$ cat config.mk
export PLATFORM = sky130hd
export DESIGN_NAME = relu_mask_codec
export DESIGN_NICKNAME = d
export VERILOG_FILES = /design/src/rtl/relu_mask_codec.sv
export SDC_FILE = /design/constraint.sdc
export NUM_CORES = 1
export LEC_CHECK = 0
export ABC_AREA = 1
export CAP_MARGIN = 0
export CORE_MARGIN = 2
export CORE_UTILIZATION = 25
export CTS_CLUSTER_DIAMETER = 30
export DETAILED_ROUTE_END_ITERATION = 10
export PLACE_DENSITY_LB_ADDON = 0.2
export SLEW_MARGIN = 25
export SYNTH_ARGS = -nofsm -noshare
export SYNTH_HDL_FRONTEND = slang
export SYNTH_SLANG_ARGS = --single-unit
$ cat constraint.sdc
create_clock -name clk -period 11 [get_ports clk]
set_input_delay 2.75 -clock clk [delete_from_list [all_inputs] [get_ports clk]]
set_output_delay 2.75 -clock clk [all_outputs]
set_load 0.1 [all_outputs]
$ cat src/rtl/relu_mask_codec.sv
// relu_mask_codec: client-side mask codec for the masked 64-bit ReLU stage.
// Forward path masks each activation x with a fresh xorshift64 value g and
// emits (g, x - g). Return path subtracts the same g, popped in order from a
// mask FIFO, from each masked result relu(x) + g to recover relu(x).
module relu_mask_codec #(
  parameter int               WIDTH = 64,
  parameter int               DEPTH = 8,
  parameter logic [WIDTH-1:0] SEED  = {{(WIDTH-1){1'b0}}, 1'b1}
) (
  input  logic                     clk,
  input  logic                     rst_n,
  // plaintext activations
  input  logic                     in_valid,
  output logic                     in_ready,
  input  logic [WIDTH-1:0]         in_data,
  // masked pair towards the garbled ReLU
  output logic                     m_valid,
  input  logic                     m_ready,
  output logic [WIDTH-1:0]         m_mask,
  output logic [WIDTH-1:0]         m_masked,
  // masked ReLU results
  input  logic                     r_valid,
  output logic                     r_ready,
  input  logic [WIDTH-1:0]         r_data,
  // unmasked results
  output logic                     u_valid,
  input  logic                     u_ready,
  output logic [WIDTH-1:0]         u_data,
  // PRNG reseed
  input  logic                     seed_load,
  input  logic [WIDTH-1:0]         seed_data,
  // masks currently outstanding
  output logic [$clog2(DEPTH):0]   pending
);

  localparam int AW = $clog2(DEPTH);
  localparam logic [AW:0] FULL_CNT = (AW+1)'(DEPTH);

  // xorshift64 step: s ^= s<<13; s ^= s>>7; s ^= s<<17
  function automatic logic [WIDTH-1:0] prng_advance(input logic [WIDTH-1:0] s);
    logic [WIDTH-1:0] t;
    // NOTE: blocking assignments are correct here; this is a pure function
    // evaluated in order, not sequential state.
    t = s ^ (s << 13);
    t = t ^ (t >> 7);
    t = t ^ (t << 17);
    return t;
  endfunction

  logic [WIDTH-1:0] r_state;
  logic [WIDTH-1:0] r_mem [DEPTH];
  logic [AW-1:0]    r_wr_ptr;
  logic [AW-1:0]    r_rd_ptr;
  logic [AW:0]      r_count;

  logic             r_m_valid;
  logic [WIDTH-1:0] r_m_mask;
  logic [WIDTH-1:0] r_m_masked;
  logic             r_u_valid;
  logic [WIDTH-1:0] r_u_data;

  logic             w_push;
  logic             w_pop;
  logic [WIDTH-1:0] w_head;
  logic [WIDTH-1:0] w_seed_value;

  // Handshakes: a full FIFO blocks pushes and an empty one blocks pops even
  // when the opposite operation happens in the same cycle (no bypass).
  assign in_ready     = (~r_m_valid | m_ready) & (r_count != FULL_CNT);
  assign r_ready      = (~r_u_valid | u_ready) & (r_count != '0);
  assign w_push       = in_valid & in_ready;
  assign w_pop        = r_valid & r_ready;
  assign w_head       = r_mem[r_rd_ptr];
  assign w_seed_value = (seed_data == '0) ? SEED : seed_data;

  assign m_valid  = r_m_valid;
  assign m_mask   = r_m_mask;
  assign m_masked = r_m_masked;
  assign u_valid  = r_u_valid;
  assign u_data   = r_u_data;
  assign pending  = r_count;

  // PRNG state: a reseed wins over the advance caused by an accept.
  always_ff @(posedge clk or negedge rst_n) begin
    if (!rst_n) begin
      r_state <= SEED;
    end else if (seed_load) begin
      r_state <= w_seed_value;
    end else if (w_push) begin
      r_state <= prng_advance(r_state);
    end
  end

  // Mask storage: the current mask is pushed on every forward accept.
  // NOTE: the storage array has no reset; pointers and count define which
  // entries are valid, so clearing the array would only cost reset fan-out.
  always_ff @(posedge clk) begin
    if (w_push) begin
      r_mem[r_wr_ptr] <= r_state;
    end
  end

  // FIFO pointers and occupancy.
  always_ff @(posedge clk or negedge rst_n) begin
    if (!rst_n) begin
      r_wr_ptr <= '0;
      r_rd_ptr <= '0;
      r_count  <= '0;
    end else begin
      if (w_push) r_wr_ptr <= r_wr_ptr + AW'(1);
      if (w_pop)  r_rd_ptr <= r_rd_ptr + AW'(1);
      if (w_push && !w_pop) begin
        r_count <= r_count + (AW+1)'(1);
      end else if (w_pop && !w_push) begin
        r_count <= r_count - (AW+1)'(1);
      end
    end
  end

  // Forward output register: capture (g, x - g), hold while stalled.
  always_ff @(posedge clk or negedge rst_n) begin
    if (!rst_n) begin
      r_m_valid  <= 1'b0;
      r_m_mask   <= '0;
      r_m_masked <= '0;
    end else if (w_push) begin
      r_m_valid  <= 1'b1;
      r_m_mask   <= r_state;
      r_m_masked <= in_data - r_state;
    end else if (m_ready) begin
      r_m_valid  <= 1'b0;
    end
  end

  // Return output register: unmask with the oldest outstanding mask.
  always_ff @(posedge clk or negedge rst_n) begin
    if (!rst_n) begin
      r_u_valid <= 1'b0;
      r_u_data  <= '0;
    end else if (w_pop) begin
      r_u_valid <= 1'b1;
      r_u_data  <= r_data - w_head;
    end else if (u_ready) begin
      r_u_valid <= 1'b0;
    end
  end

endmodule

==> impl_results.md, run 1 <==
- Status: finished clean
- Multi-input gate area: 17700 um^2
- GRT Resource Usage Total: 0.184
- Post-Syn Instances: 5177
- Number of max-slew violations in the final report: 0
- Starting Density: 0.252
- Clock-pin slew on the worst setup and hold paths: 40 ps
- Hold path start: m_mask[0]$_DFFE_PN0P_
- Arrival time at the worst endpoint: 4670 ps
- Synth Cell Area: 43200 um^2
- Crit path from: m_ready
- Register area: 22100 um^2
- Hold_buf cts: 0
- CTS tree: yes
- Largest net degree at the start of global routing: 178
- Startpoint types: input port
- TritonRoute pass-1 iters: 6
- Hold Crit Class: reg2reg
- DR WL/cell: 20.4 um
- Final Hold Fails: 0
- PostCTS Resize Cnt: 0
- Crit. End Element: output pin
- Share of layout cells above drive strength 1: 0.0824
- Ys flop type: edfxtp_1
- Maximum root-to-sink buffer count: 3
- Die Area: 176000 um^2
- Synth warnings: 0
- Post-DRT Antenna Nets: 0
- Final worst-path cycle share: 0.675
- Post-DP Area: 49600 um^2
- Crit-path max FO: 2
- H-Tree Depth: 4
- Unrepaired setup endpoints after global routing: false
- Max Cap Violations: 0
- CTS Root Buffer Type: clkbuf_16
- Number of buffers created by CTS: 187
- Port Buffers: 398
- Vias: 36.6k
- Die H: 420 um
- Layout filler cell count: 18.0k
- Tmin final: 7420 ps
- DRT iter0 DRCs: 2852
- Worst Max-Slew Pin Slew: 1130 ps
- First-pass GRT wire length: 237000 um
- Final wirelength: 166000 um
- Site row count: 152
- Unique cell type count in the Yosys netlist: 48
- Hpwl dp: 121000 um
- Sink Count: 780
- Setup violations, final: 0
- CP Class: in2out
- Initial antenna violation count: 9
- Post-synth EDFFs: 512
- Nets: 5969
- Vias in the first global route: 35.7k
- Highest Clock Rate: 135 MHz
- Gr ovfl total: 0
- Sequential fraction of the synthesis area: 0.511
- Number of synthesized register bits: 780
- IO Count: 399
- Area growth from synthesis to layout: 30.8%
- Syn Nets: 5516
- Postcts setup bufs: 0
- Clock skew: 71.6 ps
- CORE AREA: 172000 um^2
- Clk_lat worst skew: 800 ps
- Setup TNS: 0 ps
- WP data required: 8250 ps
- Routability Congestion: 0.920
- Post-route DRC: 0
- Critical R2R Launch: r_rd_ptr[1]$_DFFE_PN0P_
- Fraction of registers with async set/reset: 0.344
- Avg Inst Size Synth: 8.34 um^2
- Mean number of vias per cell: 4.52
- Die W: 420 um
- Finished Cell Area: 56500 um^2
- Max_slew headroom: 0.240
[path summary, 6_finish.rpt]
| kind | slack (ps) | to | cells past startpoint |
|---|---|---|---|
| setup / recovery | 3580 | in_ready | 6 |
| hold / removal | 470 | m_mask[0]$_DFFE_PN0P_ | 2 |
| setup reg to reg | 5460 | u_data[56]$_DFFE_PN0P_ | 18 |
| hold reg to reg | 470 | m_mask[0]$_DFFE_PN0P_ | 2 |
| max in group asynchronous | 7490 | m_masked[62]$_DFFE_PN0P_ | 2 |
| min in group asynchronous | 1880 | u_data[12]$_DFFE_PN0P_ | 1 |
[flip-flops by register name (all words and copies together) (netlist names)]
name / flops
m_mask: 64
m_valid: 1
r_state: 64
r_mem: 512
r_wr_ptr: 3
u_data: 64
u_valid: 1
pending: 4
m_masked: 64
r_rd_ptr: 3
[through the flow]
step | setup slack (ps) | cells | utilization | hold slack, ps
after floorplan | 3850 | 5177 | - | 492
after CTS | 3560 | 8101 | 0.329 | 480
after detailed placement | 3570 | 7751 | 0.289 | 467
after global placement | 3530 | 7751 | 0.289 | 466
after global routing | 3520 | 8102 | 0.329 | 497
final | 3580 | 8105 | 0.329 | 474
[layer usage]
layer / routed length [um] / track usage / vias to the layer above
li1: - / - / 17800
met1: 73900 / 0.242 / 17400
met2: 76900 / 0.301 / 1084
met3: 8590 / 0.0327 / 277
met4: 6070 / 0.0693 / 6
met5: 39 / 0 / -
[logic make-up (layout without fill, tap and decap cells)]
| kind of cell | after synthesis | in the layout | share of synthesized area |
|---|---|---|---|
| XOR/XNOR | 191 | 191 | 0.0389 |
| AND/OR/NAND/NOR | 2359 | 2359 | 0.222 |
| buffers and inverters | 897 | 1511 | 0.0813 |
| flip-flops | 780 | 780 | 0.511 |
| adder cells (fa/ha/maj) | 140 | 140 | 0.0411 |
| AO/OA/AOI/OAI | 810 | 810 | 0.105 |
| other | 0 | 4 | 0 |
[Yosys cell counts (2+ instances only)]
| master | count | share of area |
|---|---|---|
| nand2_1 | 1479 | 0.13 |
| inv_1 | 716 | 0.062 |
| nor2_1 | 545 | 0.047 |
| edfxtp_1 | 512 | 0.36 |
| o21ai_0 | 448 | 0.052 |
| dfrtp_1 | 267 | 0.15 |
| nand3_1 | 162 | 0.019 |
| xnor2_1 | 160 | 0.032 |
| ha_1 | 137 | 0.040 |
| a21oi_1 | 123 | 0.014 |
| clkbuf_1 | 81 | 0.0070 |
| o22ai_1 | 71 | 0.010 |
| o221ai_1 | 61 | 0.012 |
| buf_2 | 56 | 0.0065 |
| o21ai_1 | 44 | 0.0051 |
| nand2_2 | 41 | 0.0059 |
| nor2_2 | 30 | 0.0043 |
| xor2_1 | 30 | 0.0061 |
| nand4_1 | 26 | 0.0038 |
| a31oi_1 | 22 | 0.0032 |
| nor3_1 | 21 | 0.0024 |
| nand3b_1 | 16 | 0.0028 |
| a221oi_1 | 13 | 0.0026 |
| inv_2 | 13 | 0.0011 |
| a22oi_1 | 12 | 0.0021 |
| buf_4 | 11 | 0.0019 |
| buf_1 | 10 | 0.00087 |
| nand3_2 | 9 | 0.0021 |
| nor3_2 | 8 | 0.0019 |
| o21bai_1 | 8 | 0.0014 |
| nor4_1 | 6 | 0.00087 |
| or2_2 | 5 | 0.00072 |
| buf_6 | 4 | 0.0010 |
| clkinv_1 | 4 | 0.00035 |
| nor3_4 | 4 | 0.0015 |
| a211oi_1 | 3 | 0.00052 |
| fa_1 | 3 | 0.0014 |
| and2_1 | 2 | 0.00029 |
| clkbuf_2 | 2 | 0.00023 |
| nor4_2 | 2 | 0.00058 |
| o211ai_1 | 2 | 0.00035 |
| o21ai_2 | 2 | 0.00041 |
[layout make-up]
| cell class | count | area share |
|---|---|---|
| flip-flops and latches | 780 | 0.391 |
| clock buffers | 229 | 0.0892 |
| diodes | 4 | 0.000177 |
| inverters | 733 | 0.0488 |
| repair buffers | 428 | 0.0750 |
| multi-input cells | 3500 | 0.313 |
| well taps | 2310 | 0.0512 |
| clock inverters | 121 | 0.0314 |
[layout by cell type (no fill, tap or decap), types with 6 or more instances in the layout]
cell type        Yosys  final
nand2_1           1479   1478
inv_1              716    715
nor2_1             545    536
edfxtp_1           512    512
o21ai_0            448    448
clkdlybuf4s50_1      0    394
dfrtp_1            267    264
clkbuf_16            0    188
nand3_1            162    162
xnor2_1            160    160
ha_1               137    137
a21oi_1            123    123
o22ai_1             71     71
o221ai_1            61     61
o21ai_1             44     44
nand2_2             41     41
nor2_2              30     31
xor2_1              30     30
clkinv_2             0     30
bufinv_16            0     29
buf_4               11     27
nand4_1             26     26
clkbuf_1            81     23
a31oi_1             22     22
nor3_1              21     21
clkinv_1             4     19
clkbuf_8             0     18
nand3b_1            16     16
inv_2               13     14
clkinv_16            0     14
clkinv_4             0     14
a221oi_1            13     13
a22oi_1             12     12
clkinvlp_4           0     11
nand3_2              9      9
nor2_4               0      8
o21bai_1             8      8
nor3_2               8      8
nor4_1               6      6
[worst max-delay path, stage by stage]
cell	delay [ps]
clkdlybuf4s50_1	460
inv_1	40
nand2_1	70
nand2_1	80
inv_2	140
clkdlybuf4s50_1	1140
Power of run 1 is not shown: default switching activity piles up to over one toggle a cycle in this logic, so the estimate is an artifact.
==> run 2, diff against run 1 <==
- clock period: 11 -> 6.94 ns (I/O delays scaled with it)
==> impl_results.md, run 2 (synthesized netlist as in run 1, its figures left out) <==
- Hold Crit Class: reg2reg
- Final worst-path cycle share: 0.775
- Post-DP Area: 49700 um^2 (+0.19%)
- Site row count: 152 (unchanged)
- Clock-pin slew on the worst setup and hold paths: 40 ps (about the same)
- Fin util: 0.327 (-0.00185)
- GRT Resource Usage Total: 0.187 (+0.00258)
- Worst hold margin: 471 ps (-3.18 ps)
- DR WL/cell: 20.7 um (+1.2%)
- Final wirelength: 168000 um (+1.2%)
- Die H: 420 um (unchanged)
- Unrepaired setup endpoints after global routing: false
- Arrival time at the worst endpoint: 3640 ps (-1030 ps)
- CTS Root Buffer Type: clkbuf_16
- DRT iter0 DRCs: 2849 (-0.11%)
- Metal-1 WL: 75300 um (+1.9%)
- Vias in the first global route: 36.2k (+1.4%)
- CP Class: in2out
- Max Cap Violations: 0 (unchanged)
- Final Hold Fails: 0 (unchanged)
- Status: finished clean
- Worst path cell trace: clkdlybuf4s50_1, inv_1, nand2_1, o41ai_1, inv_1, clkdlybuf4s50_1
- Area growth from synthesis to layout: 30.0%
- Crit-path max FO: 2 (unchanged)
- Maximum root-to-sink buffer count: 3 (unchanged)
- Routability Congestion: 0.908 (-1.3%)
- Finished Cell Area: 56100 um^2 (-0.56%)
- Share of layout cells above drive strength 1: 0.0819 (-0.000476)
- Most common cell after layout, fill and taps aside: nand2_1
- CTS tree: yes
- Top Layer Used: met5
- Die W: 420 um (unchanged)
- Met2 wire len: 76500 um (-0.54%)
- Detail Route met3 WL: 8420 um (-2.0%)
- Reg with most FFs: r_mem
- Gr ovfl total: 0 (unchanged)
- Nets: 5973 (+0.067%)
- Clk_lat worst skew: 780 ps (-20 ps)
- R2R setup slack: 2280 ps (-3180 ps)
- Number of max-slew violations in the final report: 0 (unchanged)
- Sink Count: 780 (unchanged)
- Starting Density: 0.252 (unchanged)
- Port Buffers: 398 (unchanged)
- Initial antenna violation count: 14 (+5)
- Tmin final: 5380 ps
- Max FFs per register: 512 (unchanged)
- TritonRoute pass-1 iters: 5 (-1)
- Post-DRT Antenna Nets: 0 (unchanged)
- Mean number of vias per cell: 4.53 (+0.31%)
- Crit-path slowest cell: clkdlybuf4s50_1
- H-Tree Depth: 4 (unchanged)
- Max_slew headroom: 0.253 (+0.0135)
- Postcts setup bufs: 0 (unchanged)
- Vias: 36.7k (+0.29%)
- Post-route DRC: 0 (unchanged)
- Hpwl dp: 124000 um (+2.9%)
- Largest net degree at the start of global routing: 128 (-28%)
- IO Count: 399 (unchanged)
- Highest Clock Rate: 186 MHz
- Startpoint types: input port
- Setup TNS: 0 ps (unchanged)
- Number of buffers created by CTS: 182 (-2.7%)
- Crit. End Element: output pin
- WP data required: 5200 ps (-3050 ps)
- PostCTS Resize Cnt: 0 (unchanged)
- Die Area: 176000 um^2 (unchanged)
- Setup violations, final: 0 (unchanged)
- CP peak stage delay: 1140 ps (about the same)
- Hold_buf cts: 0 (unchanged)
- Most frequent cells in the layout: 1478 x nand2_1, 715 x inv_1, 536 x nor2_1
- CORE AREA: 172000 um^2 (unchanged)
- Worst Max-Slew Pin Slew: 1120 ps (-11.9 ps)
- First-pass GRT wire length: 240000 um (+1.5%)
- Clock skew: 34.2 ps (-37.4 ps)
[run 2: layer usage]
layer  GRT usage  vias to the layer above
met1       0.246                    17500
met2       0.303                     1039
li1            -                    17900
met4      0.0805                        6
met5           0                        -
met3      0.0302                      314
[run 2: path summary, 6_finish.rpt]
path,start,endpoint,cells past startpoint
setup / recovery,u_ready,r_ready,6
hold / removal,u_data[42]$_DFFE_PN0P_,u_data[42]$_DFFE_PN0P_,2
setup reg to reg,r_rd_ptr[0]$_DFFE_PN0P_,u_data[59]$_DFFE_PN0P_,16
hold reg to reg,u_data[42]$_DFFE_PN0P_,u_data[42]$_DFFE_PN0P_,2
max in group asynchronous,rst_n,m_masked[57]$_DFFE_PN0P_,2
min in group asynchronous,rst_n,u_data[7]$_DFFE_PN0P_,1
[run 2: final cells by class]
type / count / area [um^2]
Clock buffer: 226 / 4880
Sequential cell: 780 / 22100
Inverter: 733 / 2760
Timing Repair Buffer: 437 / 4330
Clock inverter: 112 / 1510
Fill cell: 18200 / 115000
Antenna cell: 6 / 15.0
Multi-Input combinational cell: 3500 / 17700
Tap cell: 2310 / 2890
[run 2: metrics by stage]
step,instances,worst slack [ps]
after CTS,8098,1550
after detailed placement,7760,1560
after floorplan,5177,804
final,8104,1560
after global routing,8101,1480
after global placement,7760,1530
[run 2: critical path: cells and delay by family]
kind / cells / cell delay, ps
buffers and inverters: 4 / 1760
AND/OR/NAND/NOR: 1 / 70
AO/OA/AOI/OAI: 1 / 70
Power of run 2 is left out for the same reason.
